===== config.mk =====
export PLATFORM = sky130hd
export DESIGN_NAME = writeback_unit_flat
export DESIGN_NICKNAME = d
export VERILOG_FILES = /design/src/rtl/writeback_unit_if.sv /design/src/rtl/writeback_unit.sv /design/src/flat_wrapper.sv
export SDC_FILE = /design/constraint.sdc
export NUM_CORES = 1
export LEC_CHECK = 0
export BUFFER_PORTS_ARGS = -buffer_cell sky130_fd_sc_hd__buf_2
export CAP_MARGIN = 20
export CORE_AREA = 2 2 97 99
export CTS_CLUSTER_DIAMETER = 100
export CTS_CLUSTER_SIZE = 28
export DETAILED_ROUTE_END_ITERATION = 8
export DIE_AREA = 0 0 99 101
export MAX_ROUTING_LAYER = met4
export PLACE_DENSITY = 0.77
export SYNTH_ARGS = -nofsm -noshare
export SYNTH_HDL_FRONTEND = slang
export SYNTH_SLANG_ARGS = --single-unit

===== constraint.sdc =====
create_clock -name clk -period 0.8 [get_ports clk]
set_input_delay 0.08 -clock clk [delete_from_list [all_inputs] [get_ports clk]]
set_output_delay 0.08 -clock clk [all_outputs]
set_load 0.01 [all_outputs]

===== src/rtl/writeback_unit_if.sv =====
// writeback_unit_if: MEM/WB boundary and register-file write-port bundle for writeback_unit.
interface writeback_unit_if #(
   parameter int XLEN       = 32,
   parameter int REG_ADDR_W = 5,
   parameter int CNT_W      = 64
);
   logic                  in_valid;
   logic                  in_ready;
   logic                  wb_stall;
   logic                  flush;
   logic [1:0]            wb_sel;
   logic [XLEN-1:0]       alu_result;
   logic [XLEN-1:0]       mem_data_out;
   logic [XLEN-1:0]       pc_plus4;
   logic [XLEN-1:0]       csr_rdata;
   logic [2:0]            load_funct3;
   logic [1:0]            addr_lo;
   logic [REG_ADDR_W-1:0] rd_out;
   logic                  reg_write;
   logic [XLEN-1:0]       wb_data;
   logic [REG_ADDR_W-1:0] wb_rd;
   logic                  wb_reg_write;
   logic                  wb_valid;
   logic [CNT_W-1:0]      retire_count;
   modport master (
      output in_valid, wb_stall, flush, wb_sel, alu_result, mem_data_out, pc_plus4, csr_rdata,
             load_funct3, addr_lo, rd_out, reg_write,
      input  in_ready, wb_data, wb_rd, wb_reg_write, wb_valid, retire_count
   );
   modport slave (
      input  in_valid, wb_stall, flush, wb_sel, alu_result, mem_data_out, pc_plus4, csr_rdata,
             load_funct3, addr_lo, rd_out, reg_write,
      output in_ready, wb_data, wb_rd, wb_reg_write, wb_valid, retire_count
   );
endinterface


===== src/rtl/writeback_unit.sv =====
// writeback_unit: MEM/WB writeback stage with load formatting, stall/flush and x0 write suppress.
// Define WB_RETIRE_CNT_EN to build the retired-instruction counter; otherwise retire_count is 0.
module writeback_unit #(
   parameter int XLEN       = 32,
   parameter int REG_ADDR_W = 5,
   parameter int CNT_W      = 64
) (
   input logic             clk,
   input logic             rst_n,
   writeback_unit_if.slave bus
);
   logic                  acc;
   logic [7:0]            ld_b;
   logic [15:0]           ld_h;
   logic [31:0]           ld_w;
   logic [XLEN-1:0]       ld_data, res, data_q, data_d;
   logic [REG_ADDR_W-1:0] rd_q, rd_d;
   logic                  we_q, we_d, valid_q, valid_d;
   always_comb begin
      acc     = bus.in_valid & ~bus.wb_stall & ~bus.flush;
      ld_b    = bus.mem_data_out[{bus.addr_lo, 3'b000} +: 8];
      ld_h    = bus.mem_data_out[{bus.addr_lo[1], 4'b0000} +: 16];
      ld_w    = bus.mem_data_out[31:0];
      ld_data = bus.load_funct3 == 3'd0 ? XLEN'($signed(ld_b)) :
                bus.load_funct3 == 3'd4 ? XLEN'(ld_b) :
                bus.load_funct3 == 3'd1 ? XLEN'($signed(ld_h)) :
                bus.load_funct3 == 3'd5 ? XLEN'(ld_h) :
                bus.load_funct3 == 3'd2 ? XLEN'($signed(ld_w)) : bus.mem_data_out;
      res     = bus.wb_sel == 2'd0 ? bus.alu_result :
                bus.wb_sel == 2'd1 ? ld_data :
                bus.wb_sel == 2'd2 ? bus.pc_plus4 : bus.csr_rdata;
      // data/rd hold unless accepted; valid/we clear on bubbles but freeze under stall
      data_d  = acc ? res : data_q;
      rd_d    = acc ? bus.rd_out : rd_q;
      valid_d = bus.wb_stall ? valid_q : acc;
      we_d    = bus.wb_stall ? we_q : acc & bus.reg_write & (|bus.rd_out);
   end
   always_ff @(posedge clk or negedge rst_n) begin
      if (!rst_n) begin
         data_q  <= '0;
         rd_q    <= '0;
         we_q    <= 1'b0;
         valid_q <= 1'b0;
      end else begin
         data_q  <= data_d;
         rd_q    <= rd_d;
         we_q    <= we_d;
         valid_q <= valid_d;
      end
   end
   assign bus.in_ready     = ~bus.wb_stall;
   assign bus.wb_data      = data_q;
   assign bus.wb_rd        = rd_q;
   assign bus.wb_reg_write = we_q;
   assign bus.wb_valid     = valid_q;
`ifdef WB_RETIRE_CNT_EN
   logic [CNT_W-1:0] cnt_q, cnt_d;
   always_comb cnt_d = acc ? cnt_q + CNT_W'(1) : cnt_q;
   always_ff @(posedge clk or negedge rst_n) begin
      if (!rst_n) cnt_q <= '0;
      else cnt_q <= cnt_d;
   end
   assign bus.retire_count = cnt_q;
`else
   assign bus.retire_count = '0;
`endif
endmodule


===== src/flat_wrapper.sv =====
// flat-port wrapper written by rule: the top's interface ports become plain ports
module writeback_unit_flat 
#(
   parameter int XLEN       = 32,
   parameter int REG_ADDR_W = 5,
   parameter int CNT_W      = 64
)
  (clk, rst_n, bus_in_valid, bus_wb_stall, bus_flush, bus_wb_sel, bus_alu_result, bus_mem_data_out, bus_pc_plus4, bus_csr_rdata, bus_load_funct3, bus_addr_lo, bus_rd_out, bus_reg_write, bus_in_ready, bus_wb_data, bus_wb_rd, bus_wb_reg_write, bus_wb_valid, bus_retire_count);
  writeback_unit_if #(.XLEN(XLEN), .REG_ADDR_W(REG_ADDR_W), .CNT_W(CNT_W)) bus_i ();
  input logic clk;
  input logic rst_n;
  input wire logic [$bits(bus_i.in_valid)-1:0] bus_in_valid;
  input wire logic [$bits(bus_i.wb_stall)-1:0] bus_wb_stall;
  input wire logic [$bits(bus_i.flush)-1:0] bus_flush;
  input wire logic [$bits(bus_i.wb_sel)-1:0] bus_wb_sel;
  input wire logic [$bits(bus_i.alu_result)-1:0] bus_alu_result;
  input wire logic [$bits(bus_i.mem_data_out)-1:0] bus_mem_data_out;
  input wire logic [$bits(bus_i.pc_plus4)-1:0] bus_pc_plus4;
  input wire logic [$bits(bus_i.csr_rdata)-1:0] bus_csr_rdata;
  input wire logic [$bits(bus_i.load_funct3)-1:0] bus_load_funct3;
  input wire logic [$bits(bus_i.addr_lo)-1:0] bus_addr_lo;
  input wire logic [$bits(bus_i.rd_out)-1:0] bus_rd_out;
  input wire logic [$bits(bus_i.reg_write)-1:0] bus_reg_write;
  output wire logic [$bits(bus_i.in_ready)-1:0] bus_in_ready;
  output wire logic [$bits(bus_i.wb_data)-1:0] bus_wb_data;
  output wire logic [$bits(bus_i.wb_rd)-1:0] bus_wb_rd;
  output wire logic [$bits(bus_i.wb_reg_write)-1:0] bus_wb_reg_write;
  output wire logic [$bits(bus_i.wb_valid)-1:0] bus_wb_valid;
  output wire logic [$bits(bus_i.retire_count)-1:0] bus_retire_count;
  assign bus_i.in_valid = bus_in_valid;
  assign bus_i.wb_stall = bus_wb_stall;
  assign bus_i.flush = bus_flush;
  assign bus_i.wb_sel = bus_wb_sel;
  assign bus_i.alu_result = bus_alu_result;
  assign bus_i.mem_data_out = bus_mem_data_out;
  assign bus_i.pc_plus4 = bus_pc_plus4;
  assign bus_i.csr_rdata = bus_csr_rdata;
  assign bus_i.load_funct3 = bus_load_funct3;
  assign bus_i.addr_lo = bus_addr_lo;
  assign bus_i.rd_out = bus_rd_out;
  assign bus_i.reg_write = bus_reg_write;
  assign bus_in_ready = bus_i.in_ready;
  assign bus_wb_data = bus_i.wb_data;
  assign bus_wb_rd = bus_i.wb_rd;
  assign bus_wb_reg_write = bus_i.wb_reg_write;
  assign bus_wb_valid = bus_i.wb_valid;
  assign bus_retire_count = bus_i.retire_count;
  writeback_unit #(.XLEN(XLEN), .REG_ADDR_W(REG_ADDR_W), .CNT_W(CNT_W)) u_core (.clk(clk), .rst_n(rst_n), .bus(bus_i));
endmodule

# After elaboration in Yosys (flattened, before gate mapping)
# Cells that the tools add are included.
# word_totals
reg_bits	39
inputBits	146
elab_cells	27
# op_classes
eq_ne	5
shifts	2
n_mux	7
bitwise	6
reduce_logical	3
# op_table
op	count
32-bit 2-to-1 mux	7
32-bit by 6-bit variable part select with 16-bit output	1
32-bit by 6-bit variable part select with 8-bit output	1
3-bit equality test, second input constant	2
5-bit OR reduction	1
1-bit AND	4
3-bit by 1-bit equality test with 1-bit output, second input constant	1
3-bit logical NOT	1
2-bit by 1-bit equality test with 1-bit output, second input constant	1
2-bit equality test, second input constant	1
2-bit logical NOT	1
1-bit NOT	2

# Depth between registers and ports, before layout
# Gate-level depths: netlist (run 1).
# depth
depth_word	7
depth_mapped	6
depth_no_buf	4

# Least setup slack after synthesis (run 1)
# No wires, ideal clock.
# synth_path
path_kind	input port to flip-flop
startpoint	input bus_load_funct3[0]
endpoint	register u_core.data_q[24], in the netlist u_core.bus.wb_data[24]
setup_ps	149
arrival_time_ps	1299
required_ps	651
setup_slack_ps	-648
path_stages	6
path_cell_list	buf_4 nor2_2 mux4_2 a21oi_4 buf_12 a221oi_2
# synth_via
elab_chain_len	7
word_cells_on_any_way	10
classes_between	eq/ne: 3; mux: 6; reduce/logical: 1
# synth_lines
element	line	rtl
start, declared	flat_wrapper.sv:20	input wire logic [$bits(bus_i.load_funct3)-1:0] bus_load_funct3;
3-bit equality test	writeback_unit.sv:27	bus.load_funct3 == 3'd5 ? XLEN'(ld_h) :
32-bit 2-to-1 mux	writeback_unit.sv:27	
32-bit 2-to-1 mux	writeback_unit.sv:26	bus.load_funct3 == 3'd1 ? XLEN'($signed(ld_h)) :
32-bit 2-to-1 mux	writeback_unit.sv:25	bus.load_funct3 == 3'd4 ? XLEN'(ld_b) :
32-bit 2-to-1 mux *	writeback_unit.sv:24	ld_data = bus.load_funct3 == 3'd0 ? XLEN'($signed(ld_b)) :
32-bit 2-to-1 mux *	writeback_unit.sv:30	bus.wb_sel == 2'd1 ? ld_data :
32-bit 2-to-1 mux *	writeback_unit.sv:29	res = bus.wb_sel == 2'd0 ? bus.alu_result :
end signal, assigned	writeback_unit.sv:45	data_q <= data_d;
end, declared	writeback_unit.sv:16	logic [XLEN-1:0] ld_data, res, data_q, data_d;
# Mark *: on every way between the ends. The rest lies on a longest branch, timed or not.
# A chain may end at the register's enable or synchronous reset.

# Worst setup path in the final report (run 1)
# layout_path
startpoint	input bus_addr_lo[0]
endpoint	register u_core.data_q[19], in the netlist u_core.bus.wb_data[19]
# layout_via
elab_chain_len	4
# layout_lines
element	line	rtl
start, declared	flat_wrapper.sv:21	input wire logic [$bits(bus_i.addr_lo)-1:0] bus_addr_lo;
32-bit by 6-bit variable part select with 8-bit output	writeback_unit.sv:21	ld_b = bus.mem_data_out[{bus.addr_lo, 3'b000} +: 8];
32-bit 2-to-1 mux	writeback_unit.sv:24	
32-bit 2-to-1 mux	writeback_unit.sv:30	
32-bit 2-to-1 mux	writeback_unit.sv:29	
# Every way passes these cells.

==> impl_metrics.json, run 1 <==
{
  "worstPathRequired_ns": 0.97,
  "synth_top_family_by_area": "compound AO/OA/AOI/OAI gates",
  "period_share_pct": 132,
  "drtAntennaViolNets": 0,
  "violations": "negative setup slack",
  "path_clk_slew_ns": 0.09,
  "grt_pass1_vias": 4014,
  "status": "finished, violations left",
  "synth_area_um2": 3430,
  "synth_ff_type": "dfrtp_1",
  "drc": 0,
  "yosysUniqueCellTypes": 43,
  "drt_pre_antenna_iters": 4,
  "synth_compound_gate_area_share_pct": 26.7,
  "rsz0062_at_grt": "yes",
  "ios": 250,
  "async_flop_share_pct": 100,
  "wl_um": 13100,
  "synth_warnings": 0,
  "synth-seq-cells": 39,
  "grt_use_total_pct": 25.6,
  "synth-seq-area-share_pct": 28.5,
  "synth_area_leaders": "dfrtp_1, buf_4, mux2_2",
  "port_buffers": 185,
  "cts_tree": "yes",
  "critPathKind": "in2reg",
  "place.gp.congestion": 0.990,
  "slowest_stage": "mux4_2",
  "core_um2": 8980,
  "syn_to_final_growth_pct": 54.1,
  "final_util_pct": 58.8,
  "whs_ns": 0.0208,
  "p_per_area_nw_per_um2": 1460,
  "synth_edf_count": 0,
  "synthAdderAreaFrac_pct": 0,
  "path_cells": "buf_8, nor2_4, mux4_2, a21oi_4, buf_12, a221oi_1",
  "synth-simple-area-share_pct": 14.7,
  "fin_worst_skew_ns": 0,
  "syn_inst": 404,
  "finalPower_uw": 7690,
  "holdCritPathClass": "in2reg",
  "synth.area.mux_share_pct": 11.0,
  "final_nets": 795,
  "setup_slack_ns": -0.258,
  "cts_max_level": 2,
  "antenna_cells": 0,
  "die_h_um": 101,
  "end_kind": "flip-flop",
  "initial_core_util_pct": 38.2,
  "fin_crit_ns": 1.06,
  "grt_pass1_wl_um": 19800,
  "die_w_um": 99,
  "finalMaxSlewViolations": 0,
  "cap_violations": 0,
  "antenna_found_initial": 0,
  "crit_arrival_ns": 1.23,
  "post-dp-hpwl_um": 10400,
  "yosysTopAreaCellShare_pct": 28.5,
  "clock_latency_ns": 0.30,
  "cp-start-kind": "input port",
  "die_area_um2": 10000,
  "clock_path_buffers": 2,
  "cts_root_buffer": "clkbuf_8",
  "num_rows": 35,
  "slowest_delay_ns": 0.52,
  "drt-initial-drc-count": 153,
  "ir_drop_mv": 0.634,
  "routedWlPerCell_um": 17.2,
  "drive_above_1_share_pct": 51.7,
  "avgSynthCellArea_um2": 8.48,
  "synth_top_area_cell": "dfrtp_1",
  "clock-sinks": 39,
  "fin_setup_tns_ns": -11.34,
  "setup_viol": 71,
  "grt_max_degree": 40,
  "synth_xor_area_share_pct": 0,
  "cts-buffers-inserted": 5,
  "leakage_uw": 0.00263,
  "grt_overflow_total": 0,
  "viasPerCell": 5.19,
  "path_max_fanout": 15,
  "vias": 3952,
  "hold_viol": 0,
  "fmax_ghz": 0.945
}
## cells in the final DEF (no fill, tap or decap), types with 8 or more instances in the layout
cell,synthesis,layout
buf_12,1,9
o22ai_1,29,28
a21oi_1,18,15
buf_4,65,61
nor2_1,43,42
nand2_1,44,41
dfrtp_1,39,39
buf_6,1,27
conb_1,1,64
buf_2,9,168
a32oi_1,8,8
a31o_1,8,8
a221oi_2,10,10
mux2_2,17,16
nand2b_1,11,10
mux2i_1,14,13
a22oi_1,8,8
## cell usage after synthesis (3+ instances only)
cell type  count
o21ai_0        9
inv_1          4
mux2i_1       14
nand2b_1      11
a21oi_1       18
a211oi_1       7
buf_1          5
buf_2          9
mux2_2        17
a22o_1         6
a221oi_2      10
a221oi_1       5
o22ai_1       29
nor2b_1        4
nand2_1       44
clkbuf_1      14
a32oi_1        8
a22oi_1        8
dfrtp_1       39
nor3_1         3
a31o_1         8
buf_4         65
nor2_1        43
## per-stage QoR
step / worst slack [ns] / cell area, um2 / cells
2_1_floorplan: -0.569 / 3800 / 467
3_3_place_gp: -0.581 / 4690 / 723
3_5_place_dp: -0.622 / 4690 / 723
4_1_cts: -0.262 / 5120 / 754
5_1_grt: -0.318 / 5280 / 761
6_report: -0.258 / 5280 / 761
## routing by layer
metal,vias to the layer above,part of all wire [%],GRT usage (%)
met3,36,7.4,4.02
met1,1874,39,30.9
met5,-,0,-
met4,0,3.0,10.1
met2,212,50,42.9
li1,1830,-,-
## sequential cells by signal, indices dropped and copies added (netlist names)
name / count
u_core.bus.wb_data: 32
u_core.bus.wb_rd: 5
u_core.bus.wb_reg_write: 1
u_core.bus.wb_valid: 1
## critical path: cells and delay by family
| kind | cells | cell delay, ns |
|---|---|---|
| muxes | 1 | 0.52 |
| AOI/OAI and AO/OA | 2 | 0.24 |
| buffers and inverters | 2 | 0.27 |
| and+or+nand+nor | 1 | 0.09 |
## report_power, final
group	switching, uW	total [uW]	internal, uW
clock	783	1790	1010
combinational	1600	3320	1720
sequential	238	2570	2330
total	2620	7690	5070
## path summary, 6_finish.rpt
check | startpoint | end | slack [ns] | depth (start not counted)
setup / recovery | bus_addr_lo[0] | u_core.bus.wb_data[19] | -0.26 | 6
hold reg to reg | u_core.bus.wb_rd[1] | u_core.bus.wb_rd[1] | 0.49 | 2
setup reg to reg | u_core.bus.wb_data[6] | u_core.bus.wb_data[6] | -0.07 | 3
min in group asynchronous | rst_n | u_core.bus.wb_data[15] | 0.30 | 3
max in group asynchronous | rst_n | u_core.bus.wb_data[22] | 0.27 | 3
hold / removal | bus_rd_out[4] | u_core.bus.wb_rd[4] | 0.02 | 3
## kinds of logic (layout without fill, tap and decap cells)
family | count (synthesis) | in the layout
flops | 39 | 39
compound gates | 118 | 118
other cells | 1 | 64
simple gates | 114 | 114
mux | 33 | 33
buf+inv | 99 | 282
## cell type report
cell class              instances  area [um2]
repair buffers                270        1840
inverters                       4        15.0
well taps                     111         139
fillers                       795        3700
clock inverters                 2        35.0
flip-flops and latches         39         976
multi-input cells             329        2200
clock buffers                   6        82.6
## timing repair
item                                    4_1_cts  5_1_grt
endpoints found under the setup margin       77       73
hold buffers                                  4        0
pin swaps                                    16       13
gates resized for setup                      38       25
buffers inserted                             19        9
endpoints found under the hold margin        42        0
Note: power is estimated with default switching activity, not from simulation.
==> run 2: changes to the inputs <==
ABC_AREA = 1   (was default)
CORE_AREA = default   (was 2 2 97 99)
CORE_UTILIZATION = 44   (was default)
DIE_AREA = default   (was 0 0 99 101)
PLACE_DENSITY = 0.82   (was 0.77)
==> impl_metrics.json, run 2 <==
{
  "status": "finished, violations left",
  "violations": "negative setup slack",
  "path_max_fanout": 2,
  "finalMaxSlewViolations": 0,
  "synth.area.mux_share_pct": 0,
  "syn_inst": 620,
  "synth_top_family_by_area": "simple AND/OR/NAND/NOR gates",
  "critPathKind": "reg2out",
  "cts-buffers-inserted": 5,
  "synth-simple-area-share_pct": 40.2,
  "grt_use_total_pct": 28.5,
  "grt_pass1_vias": 4356,
  "drtAntennaViolNets": 0,
  "routedWlPerCell_um": 15.1,
  "synth_area_leaders": "dfrtp_1, nand2_1, nand3_1",
  "fmax_ghz": 0.994,
  "cts_root_buffer": "clkbuf_8",
  "wl_um": 14300,
  "finish.instance_area_um2": 5930,
  "drive_above_1_share_pct": 48.5,
  "crit_arrival_ns": 0.93,
  "instances_no_fill": 950,
  "avgSynthCellArea_um2": 6.45,
  "final_cell_mix": "buf_2, nand2_1, nand3_1",
  "syn_to_final_growth_pct": 48.2,
  "whs_ns": 0.00585,
  "grt_pass1_wl_um": 21200,
  "viasPerCell": 5.10,
  "hold_viol": 0,
  "clock-sinks": 39,
  "largest_reg_flops": 32,
  "rsz0062_at_grt": "yes",
  "synth_warnings": 0,
  "synth_compound_gate_area_share_pct": 13.4,
  "period_share_pct": 126,
  "placed_area_um2": 5140,
  "path_clk_slew_ns": 0.08,
  "setup_viol": 63,
  "die_h_um": 97.3,
  "drt_pre_antenna_iters": 8,
  "ios": 250,
  "vias": 4843,
  "synth_area_um2": 4000,
  "post-dp-hpwl_um": 10200,
  "grt_max_degree": 40,
  "synth_top_area_cell": "dfrtp_1",
  "cts_max_level": 2,
  "r2r_setup_slack_ns": -0.14,
  "cap_violations": 0,
  "yosys-top-cells-count": "nand2_1, nand3_1, buf_4, inv_1",
  "die_w_um": 97.3,
  "synthAdderAreaFrac_pct": 0,
  "ir_drop_mv": 0.918,
  "grt_overflow_total": 0,
  "place.gp.congestion": 0.970,
  "antenna_cells": 0,
  "synth.most_common_cell": "nand2_1",
  "clock_latency_ns": 0.29,
  "yosysTopAreaCellShare_pct": 24.4,
  "synth_edf_count": 0,
  "antenna_found_initial": 0,
  "synth_ff_type": "dfrtp_1",
  "core_um2": 8760,
  "num_rows": 34,
  "r2r-end": "u_core.bus.wb_data[31]",
  "yosysUniqueCellTypes": 31,
  "worstHoldStart": "bus_rd_out[1]",
  "drc": 0,
  "die_area_um2": 9470,
  "final_nets": 987,
  "fin_crit_ns": 1.01,
  "reg2reg_depth": 4,
  "fillCellCount": 762,
  "fin_worst_skew_ns": 0,
  "initial_core_util_pct": 45.6,
  "synth-seq-cells": 39,
  "cp-startpoint": "u_core.bus.wb_data[29]",
  "min_to": "u_core.bus.wb_rd[1]",
  "async_flop_share_pct": 100,
  "final_common_cell": "buf_2",
  "min_path_cells": 3,
  "port_buffers": 185,
  "leakage_uw": 0.00324,
  "finalPower_uw": 7590,
  "synth-seq-area-share_pct": 24.4,
  "reg2reg_from": "u_core.bus.wb_data[31]",
  "setup_slack_ns": -0.206,
  "clock_path_buffers": 2,
  "cp-start-kind": "flip-flop",
  "holdCritPathClass": "in2reg",
  "synth_xor_area_share_pct": 0,
  "cts_tree": "yes",
  "end_kind": "output port",
  "dp_cells": 928,
  "drt-initial-drc-count": 322,
  "p_per_area_nw_per_um2": 1280,
  "worstPathRequired_ns": 0.72
}
[run 2: cell count changes after synthesis, sizes merged, moves of 14 or more]
| cell | change |
|---|---|
| a21oi | +20 |
| a221oi | -15 |
| inv | +42 |
| mux2 | -17 |
| mux2i | -14 |
| nand2 | +128 |
| nand3 | +106 |
| nor2 | -30 |
| o21ai | +26 |
| o22ai | -29 |
| or2 | +39 |
[run 2: layout make-up]
| class | count | area, um2 | area share, % |
|---|---|---|---|
| clock buffer | 6 | 72.6 | 1.22 |
| tap | 108 | 135 | 2.28 |
| multi-input combinational | 497 | 2780 | 46.9 |
| clock inverter | 2 | 12.5 | 0.211 |
| sequential | 39 | 976 | 16.5 |
| inverter | 46 | 195 | 3.29 |
| timing repair buffer | 252 | 1750 | 29.6 |
[run 2: how the worst max path moves through the flow]
stage | to | slack [ns] | cells after the start
floorplan | u_core.bus.wb_data[23] | -0.15 | 11
global placement | u_core.bus.wb_data[11] | -0.44 | 8
detailed placement | u_core.bus.wb_data[11] | -0.46 | 8
CTS | bus_wb_data[29] | -0.21 | 2
global route | bus_wb_data[31] | -0.24 | 2
finish | bus_wb_data[29] | -0.21 | 2
[run 2: power breakdown]
group	internal (uW)	switching, uW
clock network	611	762
logic	1810	1870
registers	2320	212
total	4750	2850
[run 2: routing by layer]
metal	global-route usage, %	vias up	part of all wire (%)
met5	-	-	0
met4	7.24	0	2.4
met3	4.75	32	7.4
li1	-	2318	-
met1	34.4	2228	39
met2	49.5	265	51
[run 2: cell families after synthesis]
group / after synthesis
simple gates: 341
buf+inv: 148
compound gates: 91
flops: 39
other cells: 1
[run 2: worst max-delay path, stage by stage, from the launching register on]
cell,delay [ns]
dfrtp_1,0.40
buf_6,0.12
buf_6,0.11
[run 2: metrics by stage]
stage | worst slack (ns) | util (%) | setup TNS (ns)
after floorplan | -0.151 | - | -4.45
after global placement | -0.437 | 58.6 | -11.88
after detailed placement | -0.461 | 58.6 | -13.06
after CTS | -0.205 | 62.2 | -5.09
after global routing | -0.238 | 67.6 | -7.46
final | -0.206 | 67.6 | -5.22
[run 2: what timing repair did]
action | in CTS | in global routing
hold buffers | 2 | 0
buffers inserted | 3 | 6
setup endpoints to repair | 71 | 72
pin swaps | 25 | 42
resized for setup | 67 | 89
hold endpoints to repair | 40 | 0
cloned | 1 | 3
